==> src/rtl/riscv_lsu.sv <==
// Load/store unit: one data-bus transaction per accepted op, load align/extend, RF writeback.
// Optional misaligned-access trap enabled by defining MISALIGN_TRAP_EN.
module riscv_lsu #(
    parameter int RD_W    = 5,
    parameter int FUNCT_W = 4
) (
    input  logic               clk,
    input  logic               reset,
    input  logic               lsu_req,
    output logic               lsu_ack,
    input  logic [FUNCT_W-1:0] lsu_funct,
    input  logic [31:0]        lsu_addr,
    input  logic [31:0]        lsu_wdata,
    input  logic [RD_W-1:0]    lsu_rd,
    output logic               stall_back,
    output logic [31:0]        data_bif_addr,
    output logic [31:0]        data_bif_wdata,
    output logic [3:0]         data_bif_be,
    output logic               data_bif_we,
    output logic               data_bif_req,
    input  logic               data_bif_ack,
    input  logic [31:0]        data_bif_rdata,
    output logic [31:0]        rf_wdata,
    output logic [RD_W-1:0]    rf_waddr,
    output logic               rf_wr_req,
    input  logic               rf_wr_ack,
    output logic               lsu_exc
);

    typedef enum logic [1:0] {
        S_IDLE,
        S_BUS,
        S_WB
    } state_t;

    state_t             r_state;
    logic [FUNCT_W-1:0] r_funct;
    logic [31:0]        r_addr;
    logic [31:0]        r_wdata;
    logic [3:0]         r_be;
    logic               r_we;
    logic               r_req;
    logic [RD_W-1:0]    r_rd;
    logic [31:0]        r_rf_wdata;
    logic               r_rf_req;

    logic [31:0]        w_st_wdata;
    logic [3:0]         w_st_be;
    logic [31:0]        w_ld_shift;
    logic [31:0]        w_ld_data;

    assign lsu_ack        = (r_state == S_IDLE);
    assign stall_back     = (r_state != S_IDLE);
    assign data_bif_addr  = {r_addr[31:2], 2'b00};
    assign data_bif_wdata = r_wdata;
    assign data_bif_be    = r_be;
    assign data_bif_we    = r_we;
    assign data_bif_req   = r_req;
    assign rf_wdata       = r_rf_wdata;
    assign rf_waddr       = r_rd;
    assign rf_wr_req      = r_rf_req;

    // Store lane replication and byte enables; loads reuse the same enables.
    always_comb begin
        w_st_wdata = lsu_wdata;
        w_st_be    = 4'b1111;
        if (lsu_funct[1]) begin
            w_st_wdata = lsu_wdata;
            w_st_be    = 4'b1111;
        end else if (lsu_funct[0]) begin
            w_st_wdata = {2{lsu_wdata[15:0]}};
            w_st_be    = lsu_addr[1] ? 4'b1100 : 4'b0011;
        end else begin
            w_st_wdata = {4{lsu_wdata[7:0]}};
            w_st_be    = 4'b0001 << lsu_addr[1:0];
        end
    end

    always_comb begin
        w_ld_shift = data_bif_rdata;
        w_ld_data  = data_bif_rdata;
        if (r_funct[1]) begin
            w_ld_data = data_bif_rdata;
        end else if (r_funct[0]) begin
            w_ld_shift = data_bif_rdata >> {r_addr[1], 4'b0000};
            w_ld_data  = r_funct[2] ? {16'b0, w_ld_shift[15:0]}
                                    : {{16{w_ld_shift[15]}}, w_ld_shift[15:0]};
        end else begin
            w_ld_shift = data_bif_rdata >> {r_addr[1:0], 3'b000};
            w_ld_data  = r_funct[2] ? {24'b0, w_ld_shift[7:0]}
                                    : {{24{w_ld_shift[7]}}, w_ld_shift[7:0]};
        end
    end

`ifdef MISALIGN_TRAP_EN
    logic r_exc;
    logic w_misalign;

    assign w_misalign = lsu_funct[1] ? (lsu_addr[1:0] != 2'b00)
                                     : (lsu_funct[0] & lsu_addr[0]);
    assign lsu_exc    = r_exc;
`else
    assign lsu_exc    = 1'b0;
`endif

    always_ff @(posedge clk) begin
        if (reset) begin
            r_state    <= S_IDLE;
            r_funct    <= '0;
            r_addr     <= '0;
            r_wdata    <= '0;
            r_be       <= '0;
            r_we       <= 1'b0;
            r_req      <= 1'b0;
            r_rd       <= '0;
            r_rf_wdata <= '0;
            r_rf_req   <= 1'b0;
`ifdef MISALIGN_TRAP_EN
            r_exc      <= 1'b0;
`endif
        end else begin
`ifdef MISALIGN_TRAP_EN
            r_exc <= 1'b0;
`endif
            case (r_state)
                S_IDLE: begin
                    if (lsu_req) begin
`ifdef MISALIGN_TRAP_EN
                        if (w_misalign) begin
                            r_exc <= 1'b1;
                        end else
`endif
                        begin
                            r_funct <= lsu_funct;
                            r_addr  <= lsu_addr;
                            r_wdata <= w_st_wdata;
                            r_be    <= w_st_be;
                            r_we    <= lsu_funct[3];
                            r_rd    <= lsu_rd;
                            r_req   <= 1'b1;
                            r_state <= S_BUS;
                        end
                    end
                end
                S_BUS: begin
                    if (data_bif_ack) begin
                        r_req <= 1'b0;
                        r_we  <= 1'b0;
                        // Stores and loads to x0 complete without writeback.
                        if (r_funct[3] || (r_rd == '0)) begin
                            r_state <= S_IDLE;
                        end else begin
                            r_rf_wdata <= w_ld_data;
                            r_rf_req   <= 1'b1;
                            r_state    <= S_WB;
                        end
                    end
                end
                S_WB: begin
                    if (rf_wr_ack) begin
                        r_rf_req <= 1'b0;
                        r_state  <= S_IDLE;
                    end
                end
                default: begin
                    r_state <= S_IDLE;
                end
            endcase
        end
    end

endmodule

==> config.mk <==
export PLATFORM = sky130hd
export DESIGN_NAME = riscv_lsu
export DESIGN_NICKNAME = d
export VERILOG_FILES = /design/src/rtl/riscv_lsu.sv
export SDC_FILE = /design/constraint.sdc
export NUM_CORES = 1
export LEC_CHECK = 0
export CAP_MARGIN = 20
export CORE_ASPECT_RATIO = 1.4
export CORE_MARGIN = 3
export CORE_UTILIZATION = 47
export CTS_BUF_LIST = sky130_fd_sc_hd__clkbuf_8
export CTS_CLUSTER_DIAMETER = 100
export DETAILED_ROUTE_END_ITERATION = 10
export PLACE_DENSITY = 0.95
export SLEW_MARGIN = 20
export SYNTH_ARGS = -nofsm -noshare
export SYNTH_HDL_FRONTEND = slang
export SYNTH_SLANG_ARGS = --single-unit
export TNS_END_PERCENT = 50
==> constraint.sdc <==
create_clock -name clk -period 4.2 [get_ports clk]
set_input_delay 0.63 -clock clk [delete_from_list [all_inputs] [get_ports clk]]
set_output_delay 0.63 -clock clk [all_outputs]
set_load 0.03 [all_outputs]
# --- After elaboration in Yosys (flattened, before gate mapping) ---
# Cells that the tools add are included.
classes:
  n_reduce_logical: 11
  mul: 0
  addsub: 0
  n_shift: 3
  bitwise_logic: 1
  n_lt_le_gt_ge: 0
  n_eq_ne: 6
  n_mux: 23
  div_mod_pow: 0
ops:
  columns: ["operator", "n"]
  rows:
  - ["32-bit 2-to-1 mux", 6]
  - ["32-bit by 5-bit right shift with 16-bit output", 1]
  - ["32-bit by 5-bit right shift with 8-bit output", 1]
  - ["4-bit 2-to-1 mux", 3]
  - ["3-bit AND reduction", 3]
  - ["2-bit 2-to-1 mux", 4]
  - ["2-bit != test, second input constant", 4]
  - ["1-bit 2-to-1 mux", 6]
  - ["1-bit case mux with 2 select lines", 3]
  - ["2-bit case mux with 3 select lines", 1]
  - ["2-bit nonzero test", 3]
  - ["5-bit logical NOT", 1]
  - ["4-bit AND reduction", 1]
  - ["1-bit by 2-bit << shifter with 4-bit output, first input constant", 1]
  - ["2-bit by 1-bit equality test with 1-bit output, second input constant", 1]
  - ["2-bit equality test, second input constant", 1]
  - ["2-bit logical NOT", 1]
  - ["2-bit AND reduction", 1]
  - ["1-bit logical OR", 1]
  - ["1-bit NOT", 1]
totals:
  mem_bits_ro: 0
  output_inout_bits: 111
  latch_bits: 0
  ff_bits: 114
  mem_bits_rw: 0
  memories: 0
  inputBits: 110

# --- Longest topological paths before layout ---
# Gate-level depths: netlist of the first run.
logic_depth:
  ltp_word: 5
  ltp_mapped: 7
  mapped_depth_nobuf: 5

# --- Worst setup path before layout of the first run ---
# OpenSTA, ideal clock, no wires.
synth_timing:
  path_kind: "register to output"
  startpoint: "register r_state[0]"
  endpoint: "output port stall_back"
  stages_incl_launch_ff: 3
  required_time_ps: 3570
  path_slack_ps: 2435
  path_buffers: 0
  arrival_ps: 1135
  cell_sequence: "dfxtp_1 nor2_1 inv_1"
synth_via:
  elab_chain_cells: 1
synth_lines:
  columns: ["item", "line", "source"]
  rows:
  - ["start: declaration", "36", "state_t r_state;"]
  - ["start signal: assignment", "108", "r_state <= S_IDLE;"]
  - ["start signal: assignment", "141", "r_state <= S_BUS;"]
  - ["start signal: assignment", "151", "r_state <= S_IDLE;"]
  - ["2-bit nonzero test", "53", "assign stall_back = (r_state != S_IDLE);"]
  - ["end: declaration", "15", "output logic stall_back,"]
# Every way passes these cells.

# --- Worst setup path in the final report of the first run ---
layout_timing:
  startpoint: "register r_state[0]"
  endpoint: "output port lsu_ack"
layout_via:
  elab_chain_cells: 1
layout_lines:
  columns: ["item", "line", "source"]
  rows:
  - ["2-bit logical NOT", "52", "assign lsu_ack = (r_state == S_IDLE);"]
  - ["end: declaration", "10", "output logic lsu_ack,"]
# Every way passes these cells.

==> out/results.txt, run 1 <==
The number of synthesized flops with an enable pin was 0; the sum of overflow across all layers after global routing was 0. The average cell area after synthesis was 8.09 µm²; the relative slew slack was 43.2%. The gate count of the mapped netlist is 619. The depth of the worst hold-timing path is 2. For this run, the leading register cell type out of synthesis is dfxtp_1. The placed instances occupy a cell area of 6950 µm². The number of pins exceeding their max-slew limit in the final report was 0. The first global-routing pass estimated 24,300 µm of wire.

From synthesis to final layout, the design area changed by 46.4%. The initial standard-cell utilization of the core is 49.2%. The tools report the DRC violation count after routing as 0.

The worst path needs 2.45 ns of the cycle, external delays included. For the count of clock tree sinks, the log shows 114. Global routing consumed, on the met1 layer, 27.3% of the routing resources.

The path with the worst hold slack has its endpoint at r_addr[31]. Adding up every negative setup slack in the final design gives 0 ns. STA classifies the critical path startpoint as a register.

The DRC violation total after the first TritonRoute iteration was 299. After floorplanning, the core was sized to cover 10,200 µm². The final setup violation count came out at 0. The startpoint identified for the worst register-to-register timing path is r_addr[1].

The total of fill cells in the finished design was 737. For this design, the CTS-stage hold fixing added 0 buffers. The H-tree was split into 4 levels.

The repair_antennas step left the layout with diodes totalling 0. The share of the cycle needed by the critical path after routing came out at 58.3%. VDD sags by at most 0.252 mV. Clock tree root driver cell: clkbuf_8. Synthesis inferred 114 register bits.

The logs give 0.409 GHz for the highest clock rate and 17 for the number of buffers added by the clock tree synthesis step. Setup repair after global routing left no endpoint under its margin. The slowest stage of the critical path is the clkdlybuf4s50_1 cell. The met2 layer usage reported by global route was 44.9%.

Ranked by total cell area, the synthesized netlist is headed by dfxtp_1 (46%), nand2_1 (11%), a21oi_1 (6.1%). For this run, asynchronously set or reset flops after synthesis account for 0%. Category of the worst setup path capture point: an output pin. The count of nets after finishing is 890. For the global routing usage on met3, the log shows 8.10%. dfxtp_1 takes more of the synthesized area than any other cell.

The routed length per instance was 16.8 µm. The total number of yosys warnings came out at 0. After detailed routing, the total wire length is 15,600 µm. The worst hold path class was register to register.

The logs give 4,995 for the via count of the first global-routing pass and 115 for the largest net degree at the start of global routing. For the number of nets with antenna violations after detailed routing, the log shows 0. The average vias per placed instance works out to 5.46. In this run the deepest clock path goes through 2 buffers. The tools report the mapped cell area as 5010 µm². Global routing used 25.7% of the available tracks. In this run the power density over the cells is 388 nW/µm². The count of buffers from port buffering works out to 217. For the data required time at the worst endpoint, the log shows 3.57 ns. The worst hold path begins at r_addr[31]. The tools report the static leakage power as 2.64 nW. The longest individual stage delay on the worst path is 0.75 ns, and the area share of the largest cell type after synthesis is 45.6%.

The post-CTS resize count was 0; the CTS clock-pin slew for the worst setup and hold paths was 0.06 ns. The signal on the critical path passes through nor2_1 -> clkdlybuf4s50_1. Data on the critical path arrives at its endpoint at 1.82 ns. The dominant cell by count in the synthesized netlist is nand2_1.

The worst setup path is of the register to output pin kind. After clock tree synthesis, the setup repair step added 0 buffers. The height of the die works out to 128 µm. For the pin with the worst max-slew slack, the measured transition is 0.853 ns. Once layout is done, the placed cells without fillers occupy 7330 µm². The run gives 0 as the number of hold violations in the final report.

Sorting the synthesized cells by how often they occur yields nand2_1 (148), dfxtp_1 (114), a21oi_1 (61). The tools report the number of placement rows as 43. The horizontal die dimension works out to 93.2 µm.

The sequential area share after synthesis came out at 45.6%. Distinct cell type count of the synthesized netlist: 30. TritonCTS built the clock tree. The end of the worst register-to-register path was rf_wdata[11].

In this run the most used layer during global routing was met2. Across the run, the number of max-cap violations was 0. Pin placement for this block handled 221 I/O pins.

The number of search-and-repair iterations in the first detailed-routing pass came out at 5. Counting cells, the worst reg-to-reg path comes to 5. The setup check on the worst reg-to-reg path leaves a slack of 1.88 ns.

For the worst-skew pair, the clock arrives at the later sink with an insertion delay of 0.42 ns. The flow ran to the end, and the final reports show no timing, DRC or antenna violations. Across the routed clock network, the largest skew measured is 0.0111 ns. The initial antenna violation count was 0; the floorplan die area was 11,900 µm². For the number of vias after detailed routing, the log shows 5,071. Highest net fanout along the worst path: 6. The share of final-layout standard cells stronger than drive strength 1 is 6.05%.

Detailed placement ended at an HPWL of 11,100 µm. The congestion estimate from routability-driven global placement came to 0.847.
[flip-flops by register name (all words and copies together), names as in the netlist]
| name | count |
|---|---|
| r_state | 2 |
| data_bif_req | 1 |
| rf_wdata | 32 |
| data_bif_we | 1 |
| r_funct | 4 |
| data_bif_be | 4 |
| r_addr | 32 |
| rf_waddr | 5 |
| data_bif_wdata | 32 |
| rf_wr_req | 1 |
[worst max-delay path: cells and delay by family, from the launching register on]
family	cells	cell delay [ns]
flops	1	0.36
simple gates	1	0.30
buf+inv	1	0.75
[kinds of logic after synthesis]
| kind of cell | count (synthesis) | synth area share (%) |
|---|---|---|
| other cells | 1 | 0.0749 |
| flops | 114 | 45.6 |
| mux | 31 | 6.40 |
| buf+inv | 86 | 9.47 |
| simple gates | 240 | 19.3 |
| compound gates | 147 | 19.2 |
[power by group]
part | switching, mW | internal, mW | total, mW
combinational | 0.378 | 0.297 | 0.675
clock | 0.435 | 0.528 | 0.963
sequential | 0.0480 | 1.15 | 1.20
total | 0.860 | 1.98 | 2.84
[per-stage QoR]
step,std cells,util [%],worst slack [ns],hold slack (ns),total power [mW]
4_1_cts,928,72.0,1.80,0.456,2.85
6_report,928,72.1,1.75,0.454,2.84
3_3_place_gp,896,68.3,1.49,0.442,1.88
5_1_grt,928,72.1,1.63,0.476,2.96
2_1_floorplan,621,-,2.43,0.437,1.61
3_5_place_dp,896,68.3,1.37,0.447,1.90
[cell type report]
cell class | count | area (µm²) | area share [%]
Clock inverter | 14 | 125 | 1.71
Clock buffer | 18 | 248 | 3.38
Multi-Input combinational cell | 421 | 2270 | 31.0
Sequential cell | 114 | 2280 | 31.1
Timing Repair Buffer | 223 | 2220 | 30.3
Tap cell | 135 | 169 | 2.31
Inverter | 3 | 11.3 | 0.154
[per-layer routing]
layer	wire length, µm	vias to the layer above
li1	-	2403
met1	5460	2352
met2	8100	261
met3	1380	55
met4	642	0
met5	0	-
[placed cells by master (no fill, tap or decap), drive strengths merged, types with 8 or more instances in the layout]
cell type | netlist | routed
a21oi | 61 | 61
o21ai | 10 | 10
dfxtp | 114 | 114
a311oi | 20 | 20
nor2 | 60 | 60
nand3 | 12 | 12
nand2b | 9 | 9
mux2i | 23 | 23
clkbuf | 33 | 18
mux2 | 8 | 8
nand2 | 148 | 148
a211oi | 30 | 30
clkdlybuf4s50 | 0 | 216
[how the worst max path moves through the flow]
| stage | slack, ns | from | to | cells after the start |
|---|---|---|---|---|
| floorplan | 2.43 | r_state[0] | stall_back | 2 |
| global placement | 1.49 | data_bif_ack | rf_wdata[17] | 6 |
| detailed placement | 1.37 | data_bif_ack | rf_wdata[30] | 6 |
| CTS | 1.80 | r_state[0] | lsu_ack | 2 |
| global route | 1.63 | r_state[0] | lsu_ack | 2 |
| finish | 1.75 | r_state[0] | lsu_ack | 2 |
Note: power is estimated with default switching activity, not from simulation.
==> inputs of run 2 (changes only) <==
- CORE_UTILIZATION: 47 -> 39
- PLACE_DENSITY: 0.95 -> 0.86
- clock period: 4.2 -> 2 ns (I/O delays scaled with it)
==> run 2 against run 1 <==
Core utilization fell by 11 points. Clock power rose to 2.6 times the previous value. Global-route usage fell by 4.3 points. Power rose by 130%. Hold slack got worse by 0.12 ns. Routed wire length fell by 2.0%. Combinational power rose by 120%. Non-clock buffer count rose by 19. Worst setup slack got worse by 1.5 ns. First-iteration DRC count fell by 29%.
==> out/results.txt, run 2 (same netlist as run 1, synthesis figures left out) <==
The number of max-capacitance violations reported was 0 (unchanged); the depth of the worst hold-timing path was 2 (unchanged). The horizontal die dimension was 102 µm (+9.1%). The initial antenna violation count is 0 (unchanged), and the final setup violation count is 0 (unchanged). The cell sitting at the root of the clock tree is a clkbuf_8.

The worst setup path is of the register to output pin kind. Post-CTS setup-driven buffer insertion count: 0 (unchanged). TritonCTS built the clock tree. The number of inserted diodes was 0 (unchanged); the height of the die was 140 µm (+9.3%). The number of cell instances on the worst register-to-register path works out to 5 (unchanged).

The total wirelength of the detailed-routed design is 15,300 µm (-2.0%). Number of placement rows: 48 (+12%). The wire length of the first global-routing pass is 24,100 µm (-0.91%), and the I/O pin total is 221 (unchanged).

The worst setup path is captured at an output pin. The number of search-and-repair iterations in the first detailed-routing pass came out at 5 (unchanged). The sum of overflow across all layers after global routing was 0 (unchanged).

Setup repair after global routing left no endpoint under its margin. The tools report the number of hold violations in the final report as 0 (unchanged). Peak supply drop: 0.446 mV (+77%).

The routed length per instance works out to 15.9 µm (-5.3%). The most common library cell in the layout ignoring fill and taps is clkdlybuf4s50_1. The worst setup timing slack at the placement stage was 0.0190 ns (-1.35 ns). The data required time at the worst endpoint is 1.70 ns (-1.87 ns), and the number of buffers added by the clock tree synthesis step is 17 (unchanged). The relative slew slack is 60.0% (+17 points). The highest net fanout along the worst path was 3 (-3); the average vias per placed instance was 5.13 (-6.1%). The count of buffers from port buffering is 217 (unchanged), and the number of vias after detailed routing is 4,933 (-2.7%).

For the DRC violation total after the first TritonRoute iteration, the log shows 211 (-29%). The critical path goes through clkdlybuf4s50_1. The area growth from synthesis to layout is 52.2%.

The pin slew with the least headroom to its limit works out to 0.600 ns (-0.252 ns). The latest clock arrival within the worst-skew pair was 0.42 ns (about the same); the highest clock rate was 0.558 GHz. The run gives 78 (-32%) as the largest net degree at the start of global routing. Buffers plus inverters on the worst setup path: 1 (unchanged). The sum of internal, switching and leakage power was 6.47 mW (+130%); the DRC violation count after routing was 0 (unchanged). The run gives 1,052 (+43%) as the total of fill cells in the finished design. Floorplan die area: 14,300 µm² (+19%).

The share of final-layout standard cells stronger than drive strength 1 was 8.63% (+2.6 points). Leaving out fill and tap cells, the most frequent cells in the layout are clkdlybuf4s50_1 (214), nand2_1 (147), dfxtp_1 (114). The run gives 1.49 ns (-0.33 ns) as the arrival time of the worst setup path. The H-tree depth is 4 (unchanged). The via count of the first global-routing pass is 4,728 (-5.3%). The tools report the detailed-placement wirelength estimate as 11,200 µm (+0.65%). The tools report the worst setup skew after layout as 0.0139 ns (+0.00283 ns).

Broken down by cell family, the worst path's largest delay share belongs to buffers and inverters. Longest individual stage delay on the worst path: 0.72 ns (-0.03 ns). In this run the worst hold path is classified as input pin to register.

The worst setup path is launched from a register. The deepest clock path buffer count was 2 (unchanged); the CTS clock-pin slew for the worst setup and hold paths was 0.07 ns (about the same). Among all stages on the critical path, the largest delay is contributed by clkdlybuf4s50_1. The total power per unit cell area works out to 849 nW/µm² (+120%). The global-route usage over all layers came out at 21.4% (-4.3 points).

The final RePlAce weighted congestion was 0.812 (-4.1%). The tools report the initial standard-cell utilization of the core as 40.3% (-9.0 points). The logs give 61.3% (-11 points) for the post-route core utilization and 114 (unchanged) for the count of clock tree sinks. The final critical path takes up 89.5% of the cycle.

The static leakage power was 2.79 nW (+6.0%). The tools report the core outline area as 12,400 µm² (+22%). Count of nets after finishing: 909 (+2.1%). The critical path depth was 1 (-1); the number of buffers added to fix hold violations after cts was 0 (unchanged).

The number of pins exceeding their max-slew limit in the final report was 0 (unchanged). The flow ran to the end, and the final reports show no timing, DRC or antenna violations. The logs give 0 (unchanged) for the number of nets with antenna violations after detailed routing and 0 ns (unchanged) for the final-layout setup total negative slack. The minimum setup slack in the final design was 0.209 ns (-1.54 ns); the final period demand of the worst path was 1.79 ns.
## run 2: through the flow
| step | cells | instance area [µm²] | hold WS [ns] |
|---|---|---|---|
| 3_3_place_gp | 930 | 7160 | 0.441 |
| 6_report | 961 | 7620 | 0.335 |
| 2_1_floorplan | 621 | 5010 | 0.436 |
| 5_1_grt | 961 | 7620 | 0.326 |
| 4_1_cts | 961 | 7620 | 0.316 |
| 3_5_place_dp | 930 | 7160 | 0.446 |
## run 2: cell type report
type / instances / area (µm²) / area share (%)
repair buffers: 242 / 2410 / 31.6
flip-flops and latches: 114 / 2280 / 30.0
multi-input cells: 421 / 2270 / 29.8
clock buffers: 20 / 275 / 3.61
well taps: 150 / 188 / 2.46
clock inverters: 11 / 184 / 2.41
inverters: 3 / 11.3 / 0.148
## run 2: path summary, 6_finish.rpt
kind / from / to / slack, ns
min: reset / data_bif_be[3] / 0.34
min reg2reg: r_addr[31] / r_addr[31] / 0.45
max reg2reg: r_addr[1] / rf_wdata[13] / 0.26
max: rf_wr_req / rf_wr_req / 0.21
## run 2: report_power, final
part           switching (mW)  internal [mW]  total [mW]  leakage [nW]
sequential             0.0863           2.42        2.51         0.935
clock                   0.922           1.57        2.49         0.232
combinational           0.803          0.662        1.47          1.63
## run 2: per-layer routing
metal	vias up	wire length [µm]	track usage, %
met5	-	0	0
met4	0	575	10.2
met3	37	1270	6.63
met2	219	7600	36.2
met1	2239	5830	24.1
li1	2438	-	-
## run 2: repair_timing
| action | in CTS | in global routing |
|---|---|---|
| cloned | 0 | 0 |
| gates resized for setup | 2 | 1 |
| endpoints found under the setup margin | 2 | 1 |
